$ cat src/rtl/bank_pingpong_ctrl_pkg.sv
// Shared types and limits for the N-bank ping-pong sequencer.
// Bank state encoding plus width/occupancy helpers.
package bank_pkg;

    typedef enum logic [1:0] {
        FREE,
        FILLING,
        FULL,
        DRAINING
    } bank_state_t;

    localparam int MAX_BANKS        = 8;
    localparam int MAX_READ_LATENCY = 3;

    function automatic int sel_w(input int n);
        return (n > 1) ? $clog2(n) : 1;
    endfunction

    // A bank holding a complete buffer belongs to the reader.
    function automatic logic holds_data(input bank_state_t s);
        return (s == FULL) || (s == DRAINING);
    endfunction

endpackage

$ cat src/rtl/bank_pingpong_ctrl_if.sv
// Writer/reader handshakes and per-bank RAM controls.
// master = surrounding datapath, slave = sequencer.
interface bank_pingpong_ctrl_if
    import bank_pkg::*;
#(
    parameter int NUM_BANKS = 2,
    parameter int ADDR_W    = 8
) ();

    localparam int SEL_W = sel_w(NUM_BANKS);
    localparam int CNT_W = $clog2(NUM_BANKS + 1);

    logic                        flush;
    logic                        wr_valid;
    logic                        wr_ready;
    logic                        rd_req;
    logic                        rd_ready;
    logic                        rd_valid;
    logic                        rd_last;
    logic [SEL_W-1:0]            rd_bank_sel;
    logic [NUM_BANKS-1:0]        bank_ena;
    logic [NUM_BANKS-1:0]        bank_wea;
    logic [NUM_BANKS*ADDR_W-1:0] bank_addr;
    logic [CNT_W-1:0]            full_count;

    modport master (
        output flush,
        output wr_valid,
        output rd_req,
        input  wr_ready,
        input  rd_ready,
        input  rd_valid,
        input  rd_last,
        input  rd_bank_sel,
        input  bank_ena,
        input  bank_wea,
        input  bank_addr,
        input  full_count
    );

    modport slave (
        input  flush,
        input  wr_valid,
        input  rd_req,
        output wr_ready,
        output rd_ready,
        output rd_valid,
        output rd_last,
        output rd_bank_sel,
        output bank_ena,
        output bank_wea,
        output bank_addr,
        output full_count
    );

endinterface

$ cat src/rtl/bank_pingpong_ctrl_rd_valid_pipe.sv
// Delay line matching RAM read latency for {valid, last, bank}.
// Idle slots carry zeros so last/bank are clean outside valid.
module rd_valid_pipe #(
    parameter int LATENCY = 1,
    parameter int SEL_W   = 1
) (
    input  logic             clk,
    input  logic             reset,
    input  logic             clear,
    input  logic             in_valid,
    input  logic             in_last,
    input  logic [SEL_W-1:0] in_bank,
    output logic             out_valid,
    output logic             out_last,
    output logic [SEL_W-1:0] out_bank
);

    logic [LATENCY-1:0] valid_q;
    logic [LATENCY-1:0] last_q;
    logic [SEL_W-1:0]   bank_q [LATENCY];

    always_ff @(posedge clk or posedge reset) begin
        if (reset) begin
            valid_q <= '0;
            last_q  <= '0;
            for (int k = 0; k < LATENCY; k++) begin
                bank_q[k] <= '0;
            end
        end else if (clear) begin
            valid_q <= '0;
            last_q  <= '0;
            for (int k = 0; k < LATENCY; k++) begin
                bank_q[k] <= '0;
            end
        end else begin
            valid_q[0] <= in_valid;
            last_q[0]  <= in_valid & in_last;
            bank_q[0]  <= in_valid ? in_bank : '0;
            for (int k = 1; k < LATENCY; k++) begin
                valid_q[k] <= valid_q[k-1];
                last_q[k]  <= last_q[k-1];
                bank_q[k]  <= bank_q[k-1];
            end
        end
    end

    assign out_valid = valid_q[LATENCY-1];
    assign out_last  = last_q[LATENCY-1];
    assign out_bank  = bank_q[LATENCY-1];

endmodule

$ cat src/rtl/bank_pingpong_ctrl.sv
// N-bank round-robin sequencer between a writer and a reader.
// Writer fills banks in order; reader drains full banks in order.
module bank_pingpong_ctrl
    import bank_pkg::*;
#(
    parameter int NUM_BANKS    = 2,
    parameter int DEPTH        = 256,
    parameter int ADDR_W       = $clog2(DEPTH),
    parameter int READ_LATENCY = 1
) (
    input logic                 clk,
    input logic                 reset,
    bank_pingpong_ctrl_if.slave bus
);

    localparam int SEL_W = sel_w(NUM_BANKS);
    localparam int CNT_W = $clog2(NUM_BANKS + 1);

    localparam logic [ADDR_W-1:0] LAST_ADDR = ADDR_W'(DEPTH - 1);
    localparam logic [SEL_W-1:0]  LAST_BANK = SEL_W'(NUM_BANKS - 1);

    logic [SEL_W-1:0]     wr_bank_q;
    logic [SEL_W-1:0]     rd_bank_q;
    logic [ADDR_W-1:0]    wr_cnt_q;
    logic [ADDR_W-1:0]    rd_cnt_q;
    logic [CNT_W-1:0]     full_q;
    logic [NUM_BANKS-1:0] busy;
    logic                 wr_ok;
    logic                 rd_ok;
    logic                 wr_fire;
    logic                 rd_fire;
    logic                 wr_done;
    logic                 rd_done;

    always_comb begin
        wr_ok = 1'b0;
        rd_ok = 1'b0;
        for (int i = 0; i < NUM_BANKS; i++) begin
            if (wr_bank_q == SEL_W'(i)) begin
                wr_ok = ~busy[i];
            end
            if (rd_bank_q == SEL_W'(i)) begin
                rd_ok = busy[i];
            end
        end
    end

    // Gating by reset/flush keeps RAM strobes quiet while state clears.
    assign bus.wr_ready = wr_ok & ~reset & ~bus.flush;
    assign bus.rd_ready = rd_ok & ~reset & ~bus.flush;

    assign wr_fire = bus.wr_valid & bus.wr_ready;
    assign rd_fire = bus.rd_req & bus.rd_ready;
    assign wr_done = wr_fire && (wr_cnt_q == LAST_ADDR);
    assign rd_done = rd_fire && (rd_cnt_q == LAST_ADDR);

    for (genvar i = 0; i < NUM_BANKS; i++) begin : g_bank
        bank_state_t st_q;
        bank_state_t st_d;
        logic        wr_here;
        logic        rd_here;

        assign wr_here = wr_fire && (wr_bank_q == SEL_W'(i));
        assign rd_here = rd_fire && (rd_bank_q == SEL_W'(i));
        assign busy[i] = holds_data(st_q);

        always_ff @(posedge clk or posedge reset) begin
            if (reset) begin
                st_q <= FREE;
            end else begin
                st_q <= st_d;
            end
        end

        always_comb begin
            st_d = st_q;
            unique case (st_q)
                FREE: begin
                    if (wr_here) st_d = FILLING;
                end
                FILLING: begin
                    if (wr_here && wr_done) st_d = FULL;
                end
                FULL: begin
                    if (rd_here) st_d = DRAINING;
                end
                DRAINING: begin
                    if (rd_here && rd_done) st_d = FREE;
                end
                default: st_d = FREE;
            endcase
            if (bus.flush) begin
                st_d = FREE;
            end
        end
    end

    always_ff @(posedge clk or posedge reset) begin
        if (reset) begin
            wr_bank_q <= '0;
            rd_bank_q <= '0;
            wr_cnt_q  <= '0;
            rd_cnt_q  <= '0;
            full_q    <= '0;
        end else if (bus.flush) begin
            wr_bank_q <= '0;
            rd_bank_q <= '0;
            wr_cnt_q  <= '0;
            rd_cnt_q  <= '0;
            full_q    <= '0;
        end else begin
            if (wr_fire) begin
                wr_cnt_q <= wr_done ? '0 : wr_cnt_q + ADDR_W'(1);
            end
            if (wr_done) begin
                wr_bank_q <= (wr_bank_q == LAST_BANK) ?
                             '0 : wr_bank_q + SEL_W'(1);
            end
            if (rd_fire) begin
                rd_cnt_q <= rd_done ? '0 : rd_cnt_q + ADDR_W'(1);
            end
            if (rd_done) begin
                rd_bank_q <= (rd_bank_q == LAST_BANK) ?
                             '0 : rd_bank_q + SEL_W'(1);
            end
            full_q <= full_q + CNT_W'(wr_done) - CNT_W'(rd_done);
        end
    end

    assign bus.full_count = full_q;

    always_comb begin
        bus.bank_ena  = '0;
        bus.bank_wea  = '0;
        bus.bank_addr = '0;
        for (int i = 0; i < NUM_BANKS; i++) begin
            if (wr_fire && (wr_bank_q == SEL_W'(i))) begin
                bus.bank_ena[i] = 1'b1;
                bus.bank_wea[i] = 1'b1;
                bus.bank_addr[i*ADDR_W +: ADDR_W] = wr_cnt_q;
            end
            if (rd_fire && (rd_bank_q == SEL_W'(i))) begin
                bus.bank_ena[i] = 1'b1;
                bus.bank_addr[i*ADDR_W +: ADDR_W] = rd_cnt_q;
            end
        end
    end

    // Writer and reader own disjoint banks by construction.
    always_ff @(posedge clk) begin
        if (!reset && wr_fire && rd_fire) begin
            assert (wr_bank_q != rd_bank_q);
        end
    end

    rd_valid_pipe #(
        .LATENCY (READ_LATENCY),
        .SEL_W   (SEL_W)
    ) u_rd_pipe (
        .clk       (clk),
        .reset     (reset),
        .clear     (bus.flush),
        .in_valid  (rd_fire),
        .in_last   (rd_done),
        .in_bank   (rd_bank_q),
        .out_valid (bus.rd_valid),
        .out_last  (bus.rd_last),
        .out_bank  (bus.rd_bank_sel)
    );

endmodule

$ cat src/flat_wrapper.sv
// flat-port wrapper written by rule: the top's interface ports become plain ports
module bank_pingpong_ctrl_flat import bank_pkg::*;
#(
    parameter int NUM_BANKS    = 2,
    parameter int DEPTH        = 256,
    parameter int ADDR_W       = $clog2(DEPTH),
    parameter int READ_LATENCY = 1
)
  (clk, reset, bus_flush, bus_wr_valid, bus_rd_req, bus_wr_ready, bus_rd_ready, bus_rd_valid, bus_rd_last, bus_rd_bank_sel, bus_bank_ena, bus_bank_wea, bus_bank_addr, bus_full_count);
  bank_pingpong_ctrl_if #(.NUM_BANKS(NUM_BANKS), .ADDR_W(ADDR_W)) bus_i ();
  input logic clk;
  input logic reset;
  input wire logic [$bits(bus_i.flush)-1:0] bus_flush;
  input wire logic [$bits(bus_i.wr_valid)-1:0] bus_wr_valid;
  input wire logic [$bits(bus_i.rd_req)-1:0] bus_rd_req;
  output wire logic [$bits(bus_i.wr_ready)-1:0] bus_wr_ready;
  output wire logic [$bits(bus_i.rd_ready)-1:0] bus_rd_ready;
  output wire logic [$bits(bus_i.rd_valid)-1:0] bus_rd_valid;
  output wire logic [$bits(bus_i.rd_last)-1:0] bus_rd_last;
  output wire logic [$bits(bus_i.rd_bank_sel)-1:0] bus_rd_bank_sel;
  output wire logic [$bits(bus_i.bank_ena)-1:0] bus_bank_ena;
  output wire logic [$bits(bus_i.bank_wea)-1:0] bus_bank_wea;
  output wire logic [$bits(bus_i.bank_addr)-1:0] bus_bank_addr;
  output wire logic [$bits(bus_i.full_count)-1:0] bus_full_count;
  assign bus_i.flush = bus_flush;
  assign bus_i.wr_valid = bus_wr_valid;
  assign bus_i.rd_req = bus_rd_req;
  assign bus_wr_ready = bus_i.wr_ready;
  assign bus_rd_ready = bus_i.rd_ready;
  assign bus_rd_valid = bus_i.rd_valid;
  assign bus_rd_last = bus_i.rd_last;
  assign bus_rd_bank_sel = bus_i.rd_bank_sel;
  assign bus_bank_ena = bus_i.bank_ena;
  assign bus_bank_wea = bus_i.bank_wea;
  assign bus_bank_addr = bus_i.bank_addr;
  assign bus_full_count = bus_i.full_count;
  bank_pingpong_ctrl #(.NUM_BANKS(NUM_BANKS), .DEPTH(DEPTH), .ADDR_W(ADDR_W), .READ_LATENCY(READ_LATENCY)) u_core (.clk(clk), .reset(reset), .bus(bus_i));
endmodule
$ cat config.mk
export PLATFORM = sky130hd
export DESIGN_NAME = bank_pingpong_ctrl_flat
export DESIGN_NICKNAME = d
export VERILOG_FILES = /design/src/rtl/bank_pingpong_ctrl_pkg.sv /design/src/rtl/bank_pingpong_ctrl_if.sv /design/src/rtl/bank_pingpong_ctrl_rd_valid_pipe.sv /design/src/rtl/bank_pingpong_ctrl.sv /design/src/flat_wrapper.sv
export SDC_FILE = /design/constraint.sdc
export NUM_CORES = 1
export LEC_CHECK = 0
export ABC_AREA = 1
export BUFFER_PORTS_ARGS = -buffer_cell sky130_fd_sc_hd__buf_2
export CAP_MARGIN = 20
export CORE_MARGIN = 5
export CORE_UTILIZATION = 56
export DETAILED_ROUTE_END_ITERATION = 8
export PLACE_DENSITY = 0.85
export SKIP_CTS_REPAIR_TIMING = 1
export SKIP_LAST_GASP = 1
export SLEW_MARGIN = 20
export SYNTH_ARGS = -nofsm -noshare
export SYNTH_HDL_FRONTEND = slang
export SYNTH_SLANG_ARGS = --single-unit
$ cat constraint.sdc
create_clock -name clk -period 2.8 [get_ports clk]
set_clock_uncertainty 0.05 [all_clocks]
set_input_delay 0.42 -clock clk [delete_from_list [all_inputs] [get_ports clk]]
set_output_delay 0.42 -clock clk [all_outputs]
set_load 0.01 [all_outputs]
Word-level counts from Yosys, hierarchy flattened. Cells that the tools add are included.

$add $sub $neg: 6. Equal/unequal tests: 16. Mux-type cells: 39. Bitwise gates (word level): 13. Reduce and logical (&&, ||, !) cells: 20.

Operators with widths (count): 8-bit 2-to-1 mux (10); 2-bit 2-to-1 mux (11); 3-bit by 2-bit inequality test with 1-bit output, second input constant (6); 8-bit by 1-bit adder with 8-bit output, second input constant (2); 8-bit == test, second input constant (2); 1-bit 2-to-1 mux (16); 2-bit case mux with 4 select lines (2); 1-bit logical AND (10); 2-bit == test, second input constant (4); 4-bit AND reduction (2); 2-bit nonzero test (4); 1-bit AND (7); 3-bit inequality test, second input constant (2); 1-bit NOT (6); 2-bit by 1-bit == test with 1-bit output, second input constant (2); 2-bit logical NOT (2); 1-bit adder, second input constant (2); 2-bit by 1-bit adder with 2-bit output (1); 1-bit logical OR (2); 2-bit by 1-bit subtractor with 2-bit output (1).

Register bits: 27. Input bits: 5. Output and inout bits: 27. Word-level logic and storage cells: 104.

Logic depth before layout (Yosys ltp).
Word-level depth: 12. Depth in mapped cells: 15. Gate-level depth less buffers: 15.

Modules after synthesis. From an unflattened synthesis, not the netlist that was laid out.

Cells, all modules: 252. Area, all modules: 1935.6 µm².

By module, submodules not included: bank_pingpong_ctrl (times used 1, cells an instance 242, area each 1834.3 µm², seq. area each 600.6 µm²); rd_valid_pipe (times used 1, cells an instance 10, area each 101.3 µm², seq. area each 75.1 µm²).

Least setup slack after synthesis. OpenSTA, ideal clock, no wires.

Path type: register to register. Start: reg u_core.g_bank[0].st_q[0]. End: reg u_core.full_q[1], in the netlist u_core.bus.full_count[1]. Setup time: 0.132 ns. Data arrival time: 1.883 ns. Required time: 2.618 ns. Slack: 0.735 ns. Cell stages (with the launch flop): 16. Path buffers: 0. Clock period less this slack: 2.065 ns. Cells stage by stage: dfrtp_1 > inv_1 > ha_1 > nor2_1 > nand2_2 > nand2_2 > nor2_4 > nand2_4 > inv_4 > nand2_4 > inv_2 > ha_1 > inv_1 > ha_1 > xor2_1 > nor2_1.

Elaborated cells on any way between the ends: 17. Classes of those cells: add/sub (2); eq/ne (2); mux (3); bitwise (7); reduce/logical (3).

RTL lines: start: declaration (RTL line bank_pingpong_ctrl.sv:58) `bank_state_t st_q;`; start signal: assignment (RTL line bank_pingpong_ctrl.sv:71) `st_q <= st_d;`; 2-bit == test (RTL line bank_pingpong_ctrl_pkg.sv:21) `return (s == FULL) || (s == DRAINING);`; 1-bit logical OR * (RTL line bank_pingpong_ctrl_pkg.sv:21); 1-bit 2-to-1 mux * (RTL line bank_pingpong_ctrl.sv:42) `if (rd_bank_q == SEL_W'(i)) begin`; 1-bit AND * (2 in a row) (RTL line bank_pingpong_ctrl.sv:50) `assign bus.rd_ready = rd_ok & ~reset & ~bus.flush;`; via bus_rd_ready (RTL line flat_wrapper.sv:17) `output wire logic [$bits(bus_i.rd_ready)-1:0] bus_rd_ready;`; 1-bit AND * (RTL line bank_pingpong_ctrl.sv:53) `assign rd_fire = bus.rd_req & bus.rd_ready;`; 1-bit logical AND * (RTL line bank_pingpong_ctrl.sv:55) `assign rd_done = rd_fire && (rd_cnt_q == LAST_ADDR);`; 2-bit by 1-bit subtractor with 2-bit output * (RTL line bank_pingpong_ctrl.sv:126) `full_q <= full_q + CNT_W'(wr_done) - CNT_W'(rd_done);`; 2-bit 2-to-1 mux * (RTL line bank_pingpong_ctrl.sv:105) `end else if (bus.flush) begin`; end signal: assignment (RTL line bank_pingpong_ctrl.sv:126); end: declaration (RTL line bank_pingpong_ctrl.sv:26) `logic [CNT_W-1:0] full_q;`.

The timed path passes the listed nets; every way through them passes the cells marked *. A chain may end at the register's enable or synchronous reset.

Worst setup path after layout.
Start: reg u_core.g_bank[0].st_q[0]. End: out bus_bank_addr[2].

Longest elaborated chain between the ends: 10. Elaborated cells on any way between the ends: 16. Classes of those cells: eq/ne (2); mux (4); bitwise (7); reduce/logical (3).

RTL lines: 2-bit == test (RTL line bank_pingpong_ctrl_pkg.sv:21); 1-bit logical OR * (RTL line bank_pingpong_ctrl_pkg.sv:21); 1-bit NOT (RTL line bank_pingpong_ctrl.sv:40) `wr_ok = ~busy[i];`; 1-bit 2-to-1 mux (RTL line bank_pingpong_ctrl.sv:39) `if (wr_bank_q == SEL_W'(i)) begin`; 1-bit AND (2 in a row) (RTL line bank_pingpong_ctrl.sv:49) `assign bus.wr_ready = wr_ok & ~reset & ~bus.flush;`; 1-bit AND (RTL line bank_pingpong_ctrl.sv:52) `assign wr_fire = bus.wr_valid & bus.wr_ready;`; 1-bit logical AND (RTL line bank_pingpong_ctrl.sv:137) `if (wr_fire && (wr_bank_q == SEL_W'(i))) begin`; 8-bit 2-to-1 mux (RTL line bank_pingpong_ctrl.sv:137); 8-bit 2-to-1 mux * (RTL line bank_pingpong_ctrl.sv:142) `if (rd_fire && (rd_bank_q == SEL_W'(i))) begin`; end: declaration (RTL line flat_wrapper.sv:23) `output wire logic [$bits(bus_i.bank_addr)-1:0] bus_bank_addr;`.

Every way passes the cells marked *; elsewhere a longest branch is shown, timed or not.

==> results.yml <==
die:
  core_region_area_um2: 3360
  start_util: 0.586
  ioPinCount: 32
  die_x_um: 69.3
  die_y_um: 69.3
  dieArea_um2: 4810
  rows: 21
placed_design:
  dpl.cell_count: 333
  post_dp_cell_area_um2: 2150
  globalplace.congestion: 0.890
  hpwl_um: 3590
  port-buffer-count: 31
clock_network:
  cts_tree: "built"
  numCtsBuffers: 3
  clkLatencyLatePin_ns: 0.33
  clk_pin_slew_ns: 0.16
  clock-root-buffer: "clkbuf_4"
  ctsHtreeMaxLevel: 1
  cts.sinks: 27
  ctsLongestPathBuffers: 2
setup_path:
  worstSetupStartpointType: "flip-flop"
  crit_family: "simple AND/OR/NAND/NOR gates"
  critPathRequiredTime_ns: 2.33
  critPathLaunch: "u_core.g_bank[0].st_q[0]$_DFFE_PP0P_"
  crit_fanout: 10
  worstReg2RegStart: "u_core.g_bank[0].st_q[0]$_DFFE_PP0P_"
  crit_arrival_ns: 2.27
  end_kind: "output pin"
  crit_path_cell_trace: "inv_1, ha_1, nor2_1, nor2_1, nor2_1, nand4_1, buf_4, o21ai_0, buf_2"
  path_buf_inv: 3
  crit_top_cell: "nor2_1"
  slowest_stage: "dfrtp_1"
  worstSetupPathType: "reg -> out"
  crit_path_max_incr_delay_ns: 0.44
drt:
  vias: 1847
  post-route-drc-count: 0
  routedWlPerCell_um: 13.6
  vias_per_cell: 5.43
  totalWireLength_um: 4610
  final_antenna_net_count: 0
  drtIter0Drc: 157
  dr.pass1.iters: 4
yosys:
  synth_area_um2: 1970
  yosysWarnings: 0
  synth_compound_area_frac: 0.106
  synth_xor_area_frac: 0.0356
  synth_cells: 261
  yosys.area_share.simple: 0.319
  synthDistinctLibCells: 31
  yosys.area_share.adder: 0.0762
  ys_seq_elements: 27
  synth_top_family_by_area: "simple AND/OR/NAND/NOR gates"
  synth_mux_area_frac: 0
  syn-num-nets: 278
  synth.avg_cell_area_um2: 7.55
  synth-seq-area-share: 0.343
power:
  vdd_drop_max_mv: 0.315
  powerDensity_nw_per_um2: 486
  p_leak_nw: 1.16
run:
  maxCapViolations: 0
final_layout:
  layout.nets: 312
  antenna_cells: 0
  syn_to_final_growth_pct: 11.8
  final_area_um2: 2200
  drive_above_1_share: 0.228
  mostFrequentLayoutCell: "inv_1"
  mostFrequentLayoutCells: "44 x inv_1, 43 x nand2_1, 31 x buf_2"
  fin_cells: 340
sta:
  slew-limit-headroom: 0.726
  fmax_mhz: 364
  setup_viol: 0
  setup-tns-final_ns: 0
  period_needed_ns: 2.74
  post-route-period-util: 0.980
  hold-worst-slack_ns: 0.0487
  finalMaxSlewViolations: 0
  hold_viol: 0
  tightestPinTransition_ns: 0.410
global_route:
  overflow: 0
  grt.total_usage: 0.190
  grt_pass1_wl_um: 7700
  grt_max_degree: 17
  antenna_found_initial: 0
  grt_pass1_vias: 1737
worst_hold_path:
  hp-class: "in -> async"
outcome:
  outcome: "finished clean"
==> logic make-up after synthesis <==
group	count (synthesis)
simple gates	119
fa+ha+maj	12
flops	27
buf+inv	58
xor+xnor	8
compound gates	37
==> metrics by stage <==
stage | setup slack, ns | utilization | power [W]
finish | 0.0564 | 0.655 | 0.00107
global route | -0.0759 | 0.655 | 0.00116
CTS | -0.0898 | 0.648 | 0.00106
detailed placement | 0.302 | 0.640 | 0.000886
global placement | 0.466 | 0.640 | 0.000869
floorplan | 0.735 | - | 0.000795
==> routing by layer <==
metal / up-vias / wire length, um / track usage
met5: - / 0 / 0
met4: 0 / 31 / 0.0651
met3: 4 / 193 / 0.0290
met2: 50 / 2310 / 0.327
met1: 880 / 2070 / 0.242
li1: 913 / - / -
==> Yosys cell counts, drive strengths merged <==
library cell,count,area share
nand3,13,0.036
nor2,34,0.087
o22ai,15,0.048
o21ai,14,0.036
nor3b,1,0.0063
a21oi,6,0.015
xor2,6,0.027
xnor2,2,0.0089
ha,12,0.076
o211ai,1,0.0038
buf,5,0.018
nand4,16,0.054
nand2,52,0.12
nor3,3,0.013
clkbuf,1,0.0019
o21a,1,0.0038
inv,52,0.10
dfrtp,27,0.34
==> area by class of cell <==
| type | instances | area, um2 |
|---|---|---|
| Tap cell | 46 | 57.6 |
| Inverter | 52 | 198 |
| Multi-Input combinational cell | 176 | 1060 |
| Clock inverter | 1 | 7.51 |
| Timing Repair Buffer | 35 | 185 |
| Fill cell | 330 | 1160 |
| Sequential cell | 27 | 676 |
| Clock buffer | 3 | 22.5 |
==> state kept, by name, indices dropped and copies added, names as in the netlist <==
register and count:
u_core.bus.full_count 2, u_core.g_bank.st_q 4, u_core.rd_bank_q 1, u_core.rd_cnt_q 8, u_core.u_rd_pipe.out_bank 1, u_core.u_rd_pipe.out_last 1, u_core.u_rd_pipe.out_valid 1, u_core.wr_bank_q 1
u_core.wr_cnt_q 8
==> path summary, 6_finish.rpt <==
path / to / depth (start not counted) / slack, ns
min: u_core.g_bank[0].st_q[1]$_DFFE_PP0P_ / 2 / 0.05
min reg2reg: u_core.rd_cnt_q[4]$_DFFE_PP0P_ / 1 / 0.51
max in group asynchronous: u_core.rd_cnt_q[7]$_DFFE_PP0P_ / 3 / 2.09
min in group clk: u_core.u_rd_pipe.out_valid$_DFF_PP0_ / 3 / 0.39
max reg2reg: u_core.bus.full_count[1]$_DFF_PP0_ / 15 / 0.54
max: bus_bank_addr[2] / 9 / 0.06
==> report_power, final <==
group          total (W)  internal, W  switching [W]
logic           0.000417     0.000145       0.000273
registers       0.000471     0.000429      0.0000424
clock network   0.000181    0.0000546       0.000127
Power figures use the tool's default switching activity.
